**src/rtl/seq_divider_pkg.sv**
```systemverilog
// Shared definitions for the sequential restoring divider.
package seq_divider_pkg;

  localparam int unsigned DEFAULT_DATA_WIDTH = 32;

  // Quotient fill bit reported on a zero divisor (all ones at any width).
  localparam logic DIV0_QUOT_FILL = 1'b1;

  typedef enum logic [1:0] {
    ST_IDLE = 2'd0,
    ST_CALC = 2'd1,
    ST_FIX  = 2'd2,
    ST_DONE = 2'd3
  } state_e;

endpackage

```
**src/rtl/seq_divider_div_step.sv**
```systemverilog
// One restoring shift-subtract iteration, purely combinational.
module div_step #(
  parameter int unsigned W = 32
) (
  input  logic [W-1:0] partial_rem_i,
  input  logic         dividend_bit_i,
  input  logic [W-1:0] divisor_i,
  output logic [W-1:0] partial_rem_o,
  output logic         quot_bit_o
);

  // Shifted remainder needs W+1 bits; one extra bit exposes the borrow.
  logic [W+1:0] trial;

  // Trial subtract; keep the difference only when it does not borrow.
  always_comb begin
    trial = {1'b0, partial_rem_i, dividend_bit_i} - {2'b00, divisor_i};
    if (trial[W+1]) begin
      partial_rem_o = {partial_rem_i[W-2:0], dividend_bit_i};
      quot_bit_o    = 1'b0;
    end else begin
      partial_rem_o = trial[W-1:0];
      quot_bit_o    = 1'b1;
    end
  end

endmodule

```
**src/rtl/seq_divider.sv**
```systemverilog
// Sequential signed/unsigned divider: one quotient bit per cycle,
// sign fix-up in a dedicated cycle, registered results.
module seq_divider
  import seq_divider_pkg::*;
#(
  parameter int unsigned DATA_WIDTH = DEFAULT_DATA_WIDTH
) (
  input  logic                  clk,
  input  logic                  rst_n,
  input  logic                  start,
  input  logic                  signed_op,
  input  logic [DATA_WIDTH-1:0] dividend,
  input  logic [DATA_WIDTH-1:0] divisor,
  output logic                  ready,
  output logic                  busy,
  output logic                  done,
  output logic [DATA_WIDTH-1:0] quotient,
  output logic [DATA_WIDTH-1:0] remainder,
  output logic                  div_by_zero
);

  localparam int unsigned CNT_W = (DATA_WIDTH > 1) ? $clog2(DATA_WIDTH) : 1;
  localparam logic [CNT_W-1:0] CNT_LOAD = CNT_W'(DATA_WIDTH - 1);

  state_e state_q, state_d;

  logic [CNT_W-1:0]      cnt_q, cnt_d;
  logic [DATA_WIDTH-1:0] dvd_q, dvd_d;       // dividend magnitude, becomes quotient
  logic [DATA_WIDTH-1:0] dvs_q, dvs_d;       // divisor magnitude
  logic [DATA_WIDTH-1:0] rem_q, rem_d;       // partial remainder
  logic [DATA_WIDTH-1:0] orig_q, orig_d;     // original dividend for the /0 result
  logic                  neg_quo_q, neg_quo_d;
  logic                  neg_rem_q, neg_rem_d;
  logic                  zero_q, zero_d;
  logic [DATA_WIDTH-1:0] quo_res_q, quo_res_d;
  logic [DATA_WIDTH-1:0] rem_res_q, rem_res_d;
  logic                  dbz_q, dbz_d;

  logic [DATA_WIDTH-1:0] step_rem;
  logic                  step_bit;

  div_step #(
    .W (DATA_WIDTH)
  ) u_step (
    .partial_rem_i  (rem_q),
    .dividend_bit_i (dvd_q[DATA_WIDTH-1]),
    .divisor_i      (dvs_q),
    .partial_rem_o  (step_rem),
    .quot_bit_o     (step_bit)
  );

  // Next-state, operand capture, iteration and sign fix-up.
  always_comb begin
    state_d   = state_q;
    cnt_d     = cnt_q;
    dvd_d     = dvd_q;
    dvs_d     = dvs_q;
    rem_d     = rem_q;
    orig_d    = orig_q;
    neg_quo_d = neg_quo_q;
    neg_rem_d = neg_rem_q;
    zero_d    = zero_q;
    quo_res_d = quo_res_q;
    rem_res_d = rem_res_q;
    dbz_d     = dbz_q;

    unique case (state_q)
      ST_IDLE: begin
        if (start) begin
          state_d   = ST_CALC;
          cnt_d     = CNT_LOAD;
          orig_d    = dividend;
          zero_d    = (divisor == '0);
          neg_quo_d = signed_op & (dividend[DATA_WIDTH-1] ^ divisor[DATA_WIDTH-1]);
          neg_rem_d = signed_op & dividend[DATA_WIDTH-1];
          dvd_d     = (signed_op && dividend[DATA_WIDTH-1]) ? -dividend : dividend;
          dvs_d     = (signed_op && divisor[DATA_WIDTH-1])  ? -divisor  : divisor;
          rem_d     = '0;
        end
      end
      ST_CALC: begin
        rem_d = step_rem;
        dvd_d = {dvd_q[DATA_WIDTH-2:0], step_bit};
        if (cnt_q == '0) begin
          state_d = ST_FIX;
        end else begin
          cnt_d = cnt_q - CNT_W'(1);
        end
      end
      ST_FIX: begin
        state_d = ST_DONE;
        dbz_d   = zero_q;
        if (zero_q) begin
          quo_res_d = {DATA_WIDTH{DIV0_QUOT_FILL}};
          rem_res_d = orig_q;
        end else begin
          quo_res_d = neg_quo_q ? -dvd_q : dvd_q;
          rem_res_d = neg_rem_q ? -rem_q : rem_q;
        end
      end
      ST_DONE: begin
        state_d = ST_IDLE;
      end
      default: begin
        state_d = ST_IDLE;
      end
    endcase
  end

  // FSM state register.
  always_ff @(posedge clk or negedge rst_n) begin
    if (!rst_n) begin
      state_q <= ST_IDLE;
    end else begin
      state_q <= state_d;
    end
  end

  // Counter, operand and result registers.
  always_ff @(posedge clk or negedge rst_n) begin
    if (!rst_n) begin
      cnt_q     <= '0;
      dvd_q     <= '0;
      dvs_q     <= '0;
      rem_q     <= '0;
      orig_q    <= '0;
      neg_quo_q <= 1'b0;
      neg_rem_q <= 1'b0;
      zero_q    <= 1'b0;
      quo_res_q <= '0;
      rem_res_q <= '0;
      dbz_q     <= 1'b0;
    end else begin
      cnt_q     <= cnt_d;
      dvd_q     <= dvd_d;
      dvs_q     <= dvs_d;
      rem_q     <= rem_d;
      orig_q    <= orig_d;
      neg_quo_q <= neg_quo_d;
      neg_rem_q <= neg_rem_d;
      zero_q    <= zero_d;
      quo_res_q <= quo_res_d;
      rem_res_q <= rem_res_d;
      dbz_q     <= dbz_d;
    end
  end

  assign ready       = (state_q == ST_IDLE);
  assign busy        = (state_q == ST_CALC) || (state_q == ST_FIX);
  assign done        = (state_q == ST_DONE);
  assign quotient    = quo_res_q;
  assign remainder   = rem_res_q;
  assign div_by_zero = dbz_q;

endmodule
```
**config.mk**
```make
export PLATFORM = sky130hd
export DESIGN_NAME = seq_divider
export DESIGN_NICKNAME = d
export VERILOG_FILES = /design/src/rtl/seq_divider_pkg.sv /design/src/rtl/seq_divider_div_step.sv /design/src/rtl/seq_divider.sv
export SDC_FILE = /design/constraint.sdc
export NUM_CORES = 1
export LEC_CHECK = 0
export CAP_MARGIN = 20
export CELL_PAD_IN_SITES_DETAIL_PLACEMENT = 1
export CELL_PAD_IN_SITES_GLOBAL_PLACEMENT = 1
export CORE_ASPECT_RATIO = 1.4
export CORE_MARGIN = 4
export CORE_UTILIZATION = 30
export DETAILED_ROUTE_END_ITERATION = 7
export PLACE_DENSITY_LB_ADDON = 0.2
export SYNTH_ARGS = -nofsm -noshare
export SYNTH_HDL_FRONTEND = slang
export SYNTH_SLANG_ARGS = --single-unit
```
**constraint.sdc**
```tcl
create_clock -name clk -period 2.8 [get_ports clk]
set_input_delay 0.56 -clock clk [delete_from_list [all_inputs] [get_ports clk]]
set_output_delay 0.56 -clock clk [all_outputs]
set_load 0.01 [all_outputs]
```
==> results.txt, run 1 <==
----------------------------------------------------
[Outcome]
  Run status ... finished with violations
  Violated checks ... negative setup slack

[Timing]
  Final worst-path cycle share ... 102%
  Slew Limit Headroom ... a little under a third
  Max frequency ... 0.349 GHz
  Max-slew violation count ... 0
  Setup repair after global routing missed its margin ... true
  Min Clock Period, post-route ... roughly 2900 ps
  Number of failing setup endpoints in the final timing report ... 6
  Number of failing hold endpoints at the final stage ... 0
  Worst Max-Slew Pin Slew ... approximately 1000 ps
  Setup Total Neg Slack ... -228 ps
  Worst clock skew ... approximately 15 ps
  Smallest setup slack after layout ... -68.0 ps

[Yosys]
  Synthesized area ... 12600 µm²
  FF+latch count, synth ... 203
  Library cell occupying the most area in the post-synthesis netlist ... dfrtp_1
  Part of the Yosys area used for sequential elements ... about two fifths
  Most frequently used cell type in the post-synthesis netlist ... dfrtp_1
  Main synth FF type ... dfrtp_1
  Post-synth net total ... between 1500 and 2000
  Mapped Cells ... ~1400
  Leading post-synthesis cells by cell area ... dfrtp_1 40%, o21ai_0 6.9%, xor2_1 6.2%
  Top-area cell type share of the netlist area ... about 40%
  Synth cell types ... 63
  Top cell types by occurrence after synthesis ... 203 x dfrtp_1, 186 x nand2_1, 175 x o21ai_0, 122 x a21oi_1, 115 x nor2_1
  Async set-reset flop share out of synthesis ... 100%
  Count of flip-flops with a built-in enable after synthesis ... 0
  Warnings, synthesis ... 0
  Mean cell area of the mapped netlist ... approximately 8.8 µm²

[Worst hold path]
  Number of cells on the worst hold path ... 2
  Class of the tightest hold or removal check ... reg -> reg
  Worst Min Path Start ... dvs_q[4]

[Critical path]
  Launch point of the critical path ... dvd_q[31]
  Reg-to-Reg Start ... dvd_q[31]
  Crit path required time ... about 3200 ps
  Cell type group with the largest total delay on the critical path ... compound AO/OA/AOI/OAI gates
  WP depth ... 13
  Depth of the worst register-to-register path ... 13
  Kind of critical path ... reg -> reg
  Critical Path Source Type ... flip-flop
  Critical Path Fanout Max ... 3
  Critical Path, Cell by Cell ... inv_2 -> ha_4 -> fa_2 -> nor2b_2 -> o2111ai_2 -> a21oi_2 -> nor4_2 -> o41a_1 -> o221ai_2 -> buf_6 -> a41oi_2 -> xor2_1 -> o21ai_1
  Crit path max-delay cell type ... o41a_1
  Category of the worst setup path capture point ... flip-flop
  Arr. time, crit path ... 3280 ps
  Delay of the slowest cell on the worst path ... around 470 ps
  Crit path buffers/inverters ... 2

[Floorplanning]
  Initial core utilization ... a little under a third
  Floorplan die area ... between 40000 and 50000 µm²
  Width of the die ... 181 µm
  Y dimension of the die ... 251 µm
  Standard-cell row count ... 88
  Number of top-level pins ... between 100 and 150
  Core Footprint ... just over 40000 µm²

[Power and ir drop]
  Combinational fraction of design power ... between 60% and 70%
  Leak pwr ... between 0.007 and 0.008 µW
  Proportion of power drawn by the clock network ... between 10 and 15%
  Internal power ... about 13000 µW
  Power density cells ... about 1300 nW/µm²
  Net Sw Power ... slightly above 9000 µW
  Part of the power in registers ... approximately a quarter
  Worst vdd rail ir drop ... roughly 0.00048 V
  Power consumption ... 22100 µW
  Switching share of total power ... 42.2%

[Drt]
  Routed wire length ... approximately 40 mm
  Detail-routed via count per cell ... between 4 and 5
  Total number of vias ... 11400
  Violation count after the first detailed-route iteration ... between 500 and 600
  Number of nets with antenna violations after detailed routing ... 0
  DRC violation count after routing ... 0
  Average detailed-routed wire length per instance ... ~18 µm
  Pre-antenna DRT Iters ... 4

[Layout]
  Share of cells above drive strength 1 ... between 20 and 25%
  Growth of design area from synthesis to finish ... 39.6%
  Count of nets after finishing ... between 1500 and 2000
  Post-Layout Inst Area ... ~18000 µm²
  Total inserted antenna cells ... 0
  Fraction of the core area covered by cells at the end of the flow ... a little over two fifths
  Fill cell total of the finished layout ... slightly below 5000

[Clocking]
  Later-pin clock latency in the skew report ... around 530 ps
  Maximum buffer depth of the clock tree ... 3
  Root Driver ... clkbuf_16
  Number of H-tree levels ... 1
  Number of sinks handled by clock tree synthesis ... ~200
  Total clock buffers created by CTS ... 23
  TritonCTS clock tree ... built
  Clock transition time at the flip-flop clock pins of the worst setup and hold paths ... 70 ps

[Global routing]
  First-pass GRT wire length ... ~65 mm
  Global-route total usage across every layer ... between 10% and 20%
  Vias in the first global route ... 12300
  Remaining global-route overflow ... 0
  Number of antenna violations at the first check in global routing ... 0
  Pin count of the biggest net entering global routing ... between 70 and 80

[Place]
  Post-placement cell area ... between 15000 and 20000 µm²
  Port-buffer cells ... between 100 and 150
  Detailed placer's ending HPWL ... 30.9 mm
  Routability cong. ... around 0.85
  DP Worst Slack ... -591 ps

[Flow run]
  Max-capacitance violation count ... 0

----------------------------------------------------
-- cell usage in the layout (no fill, tap or decap), drive strengths merged, types with 16 or more instances in the layout --
cell type	n
ha	42
buf	218
nor3	21
xor2	89
o21ai	176
xnor2	57
clkdlybuf4s50	134
inv	54
or3	16
o31ai	27
mux2i	23
mux2	60
clkbuf	34
dfrtp	203
nand2	186
nor2	115
a21oi	122
o41ai	16
-- cells by family (layout without fill, tap and decap cells) --
kind of cell / Yosys count / after routing / synth area share [%]
AND/OR/NAND/NOR: 428 / 428 / 15.4
AO/OA/AOI/OAI: 407 / 407 / 18.9
flip-flops: 203 / 203 / 40.3
buffers and inverters: 125 / 449 / 3.80
multiplexers: 83 / 83 / 7.18
adder cells (fa/ha/maj): 43 / 43 / 4.32
XOR/XNOR: 146 / 146 / 10.1
-- sequential cells by signal (all words and copies together) (netlist names) --
signal       flops
dvd_q           32
dvs_q           32
orig_q          32
quotient        32
rem_q           32
remainder       32
cnt_q            5
state_q          2
div_by_zero      1
neg_quo_q        1
neg_rem_q        1
zero_q           1
-- cell type report --
type	count	area, µm²	share of cell area, %
clock buffer	33	673	3.82
sequential	203	5080	28.9
clock inverter	8	96.3	0.547
tap	540	676	3.83
multi-input combinational	1107	7750	44.0
timing repair buffer	354	3140	17.8
inverter	54	203	1.15
-- final timing paths --
check                           slack [ps]   endpoint
worst max-delay path                   -70  rem_q[24]
worst min-delay path                   480   dvs_q[4]
worst max register to register         -70  rem_q[24]
worst min register to register         480   dvs_q[4]
max in group asynchronous             1560     zero_q
min in group asynchronous              530   dvs_q[4]
-- worst register-to-register path: stages (launching register included) --
cell	delay, ps
dfrtp_2	420
inv_2	80
ha_4	160
fa_2	350
nor2b_2	150
o2111ai_2	150
a21oi_2	220
nor4_2	80
o41a_1	470
o221ai_2	180
buf_6	150
a41oi_2	100
xor2_1	170
o21ai_1	70
-- metrics by stage --
step / cells / hold slack (ps)
after floorplan: 1435 / 264
after global placement: 2246 / 464
after detailed placement: 2246 / 472
after CTS: 2293 / 484
after global routing: 2299 / 509
final: 2299 / 476
-- power by group through the flow --
stage | Sequential [µW] | Clock [µW] | Combinational (µW)
floorplan | 5390 | 0 | 7120
global placement | 5410 | 0 | 11800
detailed placement | 5470 | 0 | 12100
CTS | 5460 | 3240 | 12900
global route | 5690 | 3350 | 14900
finish | 5470 | 3120 | 13500
-- metal layers --
| metal | global-route usage, % | vias up | part of all wire [%] |
|---|---|---|---|
| met5 | 0 | - | 0 |
| met4 | 6.35 | 0 | 3.2 |
| met3 | 1.50 | 60 | 2.8 |
| met2 | 33.1 | 151 | 54 |
| met1 | 20.1 | 5554 | 40 |
| li1 | - | 5654 | - |
-- what timing repair did --
item	in CTS	in global routing
hold buffers	1	0
setup buffers	4	7
endpoints found under the hold margin	39	0
endpoints found under the setup margin	52	63
pin swaps	19	45
cloned	1	0
resized for setup	62	116
(Power assumes the default switching activity.)
==> run 2, diff against run 1 <==
--- a/config.mk
+++ b/config.mk
@@ -13,6 +13,7 @@
 export CORE_UTILIZATION = 30
 export DETAILED_ROUTE_END_ITERATION = 7
 export PLACE_DENSITY_LB_ADDON = 0.2
+export SLEW_MARGIN = 20
 export SYNTH_ARGS = -nofsm -noshare
 export SYNTH_HDL_FRONTEND = slang
 export SYNTH_SLANG_ARGS = --single-unit
==> constraint.sdc (replaced) <==
create_clock -name clk -period 2.8 [get_ports clk]
set_input_delay 0.42 -clock clk [delete_from_list [all_inputs] [get_ports clk]]
set_output_delay 0.42 -clock clk [all_outputs]
set_load 0.01 [all_outputs]
==> run 2 against run 1 <==
Against the previous run:
- the flow still finishes with violations (negative setup slack)
- final area shrank 1.5%
- sequential cell count is the same
- routed wire length grew 0.60%
- non-clock buffer count shrank 10
- global-route usage shrank 0.23 points
- clock skew grew 3.1 ps
- critical path depth shrank 5
- count of clock-buffer cells in the layout shrank 6
- highest routed layer unchanged
- critical path type unchanged
- first-iteration DRC count shrank 20%
==> results.txt, run 2 (synthesized netlist as in run 1, its figures left out) <==
----------------------------------------------------
[Drt]
  DRC violation count after routing ... 0
  Routed wire length ... ~41 mm
  Length of routed met2 wiring ... about 22 mm
  Wl on met1 ... approximately 17 mm
  Pre-antenna DRT Iters ... 4
  Total number of vias ... between 10000 and 15000
  Average detailed-routed wire length per instance ... around 18 µm
  Top layer in use ... met4
  Detail-routed via count per cell ... approximately 5.0
  Met3 WL post-DR ... between 1 and 1.5 mm
  Number of nets with antenna violations after detailed routing ... 0
  Violation count after the first detailed-route iteration ... 432

[Clocking]
  Later-pin clock latency in the skew report ... approximately 530 ps
  Clock transition time at the flip-flop clock pins of the worst setup and hold paths ... about 60 ps
  TritonCTS clock tree ... built
  Total clock buffers created by CTS ... 23
  Root Driver ... clkbuf_16
  Number of H-tree levels ... 1
  Number of sinks handled by clock tree synthesis ... 203
  Maximum buffer depth of the clock tree ... 3

[Floorplanning]
  Initial core utilization ... around 30%
  Core Footprint ... between 40000 and 50000 µm²
  Floorplan die area ... around 45000 µm²
  Y dimension of the die ... approximately 250 µm
  Width of the die ... about 180 µm
  Number of top-level pins ... ~140
  Standard-cell row count ... 88

[Timing]
  Number of failing setup endpoints in the final timing report ... 1
  Number of failing hold endpoints at the final stage ... 0
  Max frequency ... 0.350 GHz
  Worst Max-Slew Pin Slew ... about 850 ps
  Worst hold slack after final layout ... approximately 410 ps
  Max-slew violation count ... 0
  Slew Limit Headroom ... 43.3%
  Min Clock Period, post-route ... 2850 ps
  Smallest setup slack after layout ... -54.3 ps
  Final worst-path cycle share ... 102%
  Worst clock skew ... about 19 ps
  Setup repair after global routing missed its margin ... true

[Critical path]
  Critical Path Source Type ... flip-flop
  WP depth ... 8
  Crit path buffers/inverters ... 0
  Critical Path, Cell by Cell ... or4_4 -> or4_4 -> or3_4 -> or3_4 -> o31ai_4 -> xnor2_1 -> nor2_1 -> a21oi_1
  Arr. time, crit path ... ~3300 ps
  Reg-to-Reg Start ... dvd_q[4]
  Category of the worst setup path capture point ... flip-flop
  Reg-to-reg slack, setup ... -50 ps
  Cell type group with the largest total delay on the critical path ... simple AND/OR/NAND/NOR gates
  Crit path required time ... around 3200 ps
  Worst flop-to-flop path endpoint ... quotient[25]
  Delay of the slowest cell on the worst path ... between 500 and 600 ps
  Depth of the worst register-to-register path ... 8
  Critical Path Fanout Max ... 4
  Crit path max-delay cell type ... or4_4
  Kind of critical path ... reg -> reg

[Outcome]
  Violated checks ... negative setup slack
  Run status ... finished with violations

[Place]
  DP Worst Slack ... -784 ps
  Routability cong. ... between 0.8 and 0.9
  Detailed placer's ending HPWL ... about 31 mm
  Post-placement cell area ... approximately 16000 µm²
  Port-buffer cells ... 135

[Layout]
  Most frequent cells in the layout ... 200 x dfrtp_1, 195 x buf_4, 183 x nand2_1
  Count of nets after finishing ... ~1800
  Most frequent standard cell in the layout excluding fill and tap cells ... dfrtp_1
  Share of cells above drive strength 1 ... between 20% and 30%
  Post-Layout Inst Area ... 17400 µm²
  Fraction of the core area covered by cells at the end of the flow ... 41.9%
  Growth of design area from synthesis to finish ... 37.6%
  Total inserted antenna cells ... 0

[Power and ir drop]
  Power density cells ... approximately 1300 nW/µm²
  Worst vdd rail ir drop ... ~0.00057 V
  Leak pwr ... 0.00747 µW

[Worst hold path]
  Class of the tightest hold or removal check ... in -> async

[Global routing]
  Global-route total usage across every layer ... 17.1%
  Number of antenna violations at the first check in global routing ... 0
  First-pass GRT wire length ... between 60 and 70 mm
  Remaining global-route overflow ... 0
  Pin count of the biggest net entering global routing ... 73
  Vias in the first global route ... 11900

[Flow run]
  Max-capacitance violation count ... 0

----------------------------------------------------
==> run 2: cell count changes in the layout (fill, tap and decap cells not counted), moves of 3 or more <==
cell / delta
o21ai_1: -11
clkbuf_8: -4
buf_4: -3
o21ai_0: +14
buf_6: -9
xnor2_1: +3
xnor2_2: -3
==> run 2: what timing repair did <==
item | 4_1_cts | 5_1_grt
gates cloned | 1 | 1
hold buffers | 1 | 0
endpoints found under the hold margin | 46 | 0
gates resized for setup | 54 | 76
pin swaps | 17 | 22
buffers inserted | 9 | 7
setup endpoints to repair | 46 | 51
==> run 2: per-layer routing <==
| metal | track usage (%) | vias to the layer above |
|---|---|---|
| met1 | 20.2 | 5510 |
| li1 | - | 5624 |
| met5 | 0 | - |
| met4 | 4.25 | 0 |
| met2 | 33.1 | 148 |
| met3 | 1.48 | 42 |
==> run 2: report_power, final <==
group / switching (µW) / leakage [µW] / internal, µW
sequential: 1140 / 0.00247 / 4300
clock: 1230 / 0.000352 / 1720
combinational: 6920 / 0.00465 / 6740
==> run 2: cell type report <==
class | count | area (µm²)
fillers | 4827 | 24000
multi-input cells | 1107 | 7620
flip-flops and latches | 203 | 5080
repair buffers | 344 | 3070
well taps | 540 | 676
clock buffers | 27 | 611
inverters | 54 | 203
clock inverters | 9 | 97.6
==> run 2: how the worst max path moves through the flow <==
stage | slack [ps] | end | startpoint
2_1_floorplan | 2 | rem_q[24] | dvd_q[31]
3_3_place_gp | -800 | dvd_q[31] | dividend[4]
3_5_place_dp | -780 | dvd_q[31] | dividend[4]
4_1_cts | -80 | quotient[25] | dvd_q[4]
5_1_grt | -120 | rem_q[24] | dvd_q[31]
6_report | -50 | quotient[25] | dvd_q[4]
==> run 2: per-stage QoR <==
stage	setup TNS (ps)	power, µW	std cells
3_3_place_gp	-8090	17200	2230
3_5_place_dp	-11540	17600	2230
2_1_floorplan	0	12500	1435
4_1_cts	-108	21400	2277
6_report	-54.3	22100	2284
5_1_grt	-2090	23900	2284
==> run 3, diff against run 2 <==
--- a/config.mk
+++ b/config.mk
@@ -6,8 +6,6 @@
 export NUM_CORES = 1
 export LEC_CHECK = 0
 export CAP_MARGIN = 20
-export CELL_PAD_IN_SITES_DETAIL_PLACEMENT = 1
-export CELL_PAD_IN_SITES_GLOBAL_PLACEMENT = 1
 export CORE_ASPECT_RATIO = 1.4
 export CORE_MARGIN = 4
 export CORE_UTILIZATION = 30
==> constraint.sdc (replaced) <==
create_clock -name clk -period 2.98 [get_ports clk]
set_input_delay 0.447 -clock clk [delete_from_list [all_inputs] [get_ports clk]]
set_output_delay 0.447 -clock clk [all_outputs]
set_load 0.01 [all_outputs]
==> run 3 against run 2 <==
Against the previous run:
- the flow now finishes without violations
- clock power is 9.5% higher
- cell count is 1.6% lower
- global-route usage is 1.7 points lower
- largest power group unchanged
==> results.txt, run 3 (synthesized netlist as in run 1, its figures left out) <==
----------------------------------------------------
[Outcome]
  Run status ... finished, final reports clean

[Flow run]
  Max-capacitance violation count ... 0

[Layout]
  Growth of design area from synthesis to finish ... 32.7%
  Post-Layout Inst Area ... around 17000 µm²
  Share of cells above drive strength 1 ... 18.5%
  Count of nets after finishing ... 1800
  Most frequent standard cell in the layout excluding fill and tap cells ... dfrtp_1
  Most frequent cells in the layout ... 201 x dfrtp_1, 184 x nand2_1, 169 x o21ai_0

[Global routing]
  Vias in the first global route ... roughly 11000
  Global-route total usage across every layer ... around 15%
  First-pass GRT wire length ... about 58 mm
  Remaining global-route overflow ... 0
  Pin count of the biggest net entering global routing ... between 70 and 80
  Number of antenna violations at the first check in global routing ... 1

[Timing]
  Final worst-path cycle share ... a little over nine tenths
  Number of failing hold endpoints at the final stage ... 0
  Worst Max-Slew Pin Slew ... approximately 720 ps
  Worst clock skew ... ~23 ps
  Max-slew violation count ... 0
  Number of failing setup endpoints in the final timing report ... 0
  Max frequency ... 0.345 GHz
  Smallest setup slack after layout ... 77.5 ps
  Slew Limit Headroom ... 52.3%
  Worst hold slack after final layout ... approximately 480 ps
  Min Clock Period, post-route ... slightly below 3000 ps

[Critical path]
  Crit path max-delay cell type ... a31oi_1
  Kind of critical path ... in -> reg
  Delay of the slowest cell on the worst path ... a little under 600 ps
  Category of the worst setup path capture point ... flip-flop
  Arr. time, crit path ... 3260 ps
  Critical Path, Cell by Cell ... clkdlybuf4s50_1 -> or3_1 -> or3_1 -> nor3b_2 -> and3_1 -> nand3_1 -> o31ai_1 -> nand3_1 -> a31oi_1
  Crit path required time ... 3330 ps
  Critical Path Fanout Max ... 3
  Critical Path Source Type ... input pin

[Power and ir drop]
  Power consumption ... 19500 µW
  Leak pwr ... approximately 0.007 µW
  Worst vdd rail ir drop ... 0.000440 V
  Power density cells ... 1170 nW/µm²

[Drt]
  Number of nets with antenna violations after detailed routing ... 0
  DRC violation count after routing ... 0
  Total number of vias ... approximately 11000
  Average detailed-routed wire length per instance ... approximately 16 µm
  Detail-routed via count per cell ... around 4.8
  Routed wire length ... 36.4 mm
  Pre-antenna DRT Iters ... 5
  Violation count after the first detailed-route iteration ... ~570

[Place]
  Port-buffer cells ... ~140
  DP Worst Slack ... -404 ps
  Detailed placer's ending HPWL ... 27.9 mm
  Routability cong. ... 0.862
  Post-placement cell area ... between 15000 and 20000 µm²

[Floorplanning]
  Y dimension of the die ... 251 µm
  Standard-cell row count ... 88
  Width of the die ... roughly 180 µm
  Initial core utilization ... 30.5%
  Floorplan die area ... 45500 µm²
  Core Footprint ... slightly above 40000 µm²
  Number of top-level pins ... 136

[Clocking]
  Number of H-tree levels ... 1
  Clock transition time at the flip-flop clock pins of the worst setup and hold paths ... ~60 ps
  Root Driver ... clkbuf_16
  Later-pin clock latency in the skew report ... roughly 540 ps
  TritonCTS clock tree ... built
  Number of sinks handled by clock tree synthesis ... between 200 and 250
  Total clock buffers created by CTS ... 24
  Maximum buffer depth of the clock tree ... 3

[Worst hold path]
  Class of the tightest hold or removal check ... reg -> reg

----------------------------------------------------
run 3: cell count changes in the layout (fill, tap and decap cells not counted), sizes merged:
cell,delta
buf,-45
clkbuf,+6
bufinv,+2
clkinv,-2
clkinvlp,+2
diode,+1
run 3: final cells by class:
cell class	instances	area, µm²
Fill cell	4242	24700
Multi-Input combinational cell	1107	7260
Sequential cell	203	5080
Timing Repair Buffer	299	2640
Clock buffer	33	716
Tap cell	540	676
Inverter	54	203
Clock inverter	11	166
Antenna cell	1	2.50
run 3: critical path: cells and delay by family:
family	cells	cell delay, ps
AND/OR/NAND/NOR	6	1580
AO/OA/AOI/OAI	2	820
buffers and inverters	1	410
run 3: worst paths after layout:
path,start,depth (start not counted),slack (ps),endpoint
min in group asynchronous,rst_n,2,500,dvs_q[31]
worst min register to register,dvs_q[24],2,480,dvs_q[24]
worst max-delay path,dividend[4],9,80,dvd_q[31]
worst max register to register,dvd_q[1],9,100,quotient[25]
max in group asynchronous,rst_n,3,1650,quotient[25]
worst min-delay path,dvs_q[24],2,480,dvs_q[24]
run 3: repair_timing:
action,in CTS,in global routing
gates resized for setup,8,32
pin swaps,3,11
hold buffers,1,0
gates cloned,0,1
setup endpoints to repair,17,39
setup buffers,1,10
hold endpoints to repair,65,0
run 3: routing by layer:
layer | part of all wire, % | global-route usage (%) | vias up
met2 | 50 | 27.6 | 185
met4 | 3.3 | 5.54 | 0
met1 | 43 | 19.2 | 5023
met3 | 3.3 | 1.63 | 53
li1 | - | - | 5548
met5 | 0 | 0 | -
run 3: report_power, final:
group | switching, µW | total (µW) | internal (µW)
sequential | 1050 | 5090 | 4040
combinational | 5750 | 11200 | 5460
clock | 1210 | 3230 | 2020
total | 8000 | 19500 | 11500
run 3: stage by stage:
step,std cells,utilization (%),setup TNS (ps)
floorplan,1435,-,0
global placement,2190,37.6,-1990
detailed placement,2190,37.6,-2780
CTS,2236,39.8,0
global route,2248,40.5,-3.30
finish,2248,40.5,0
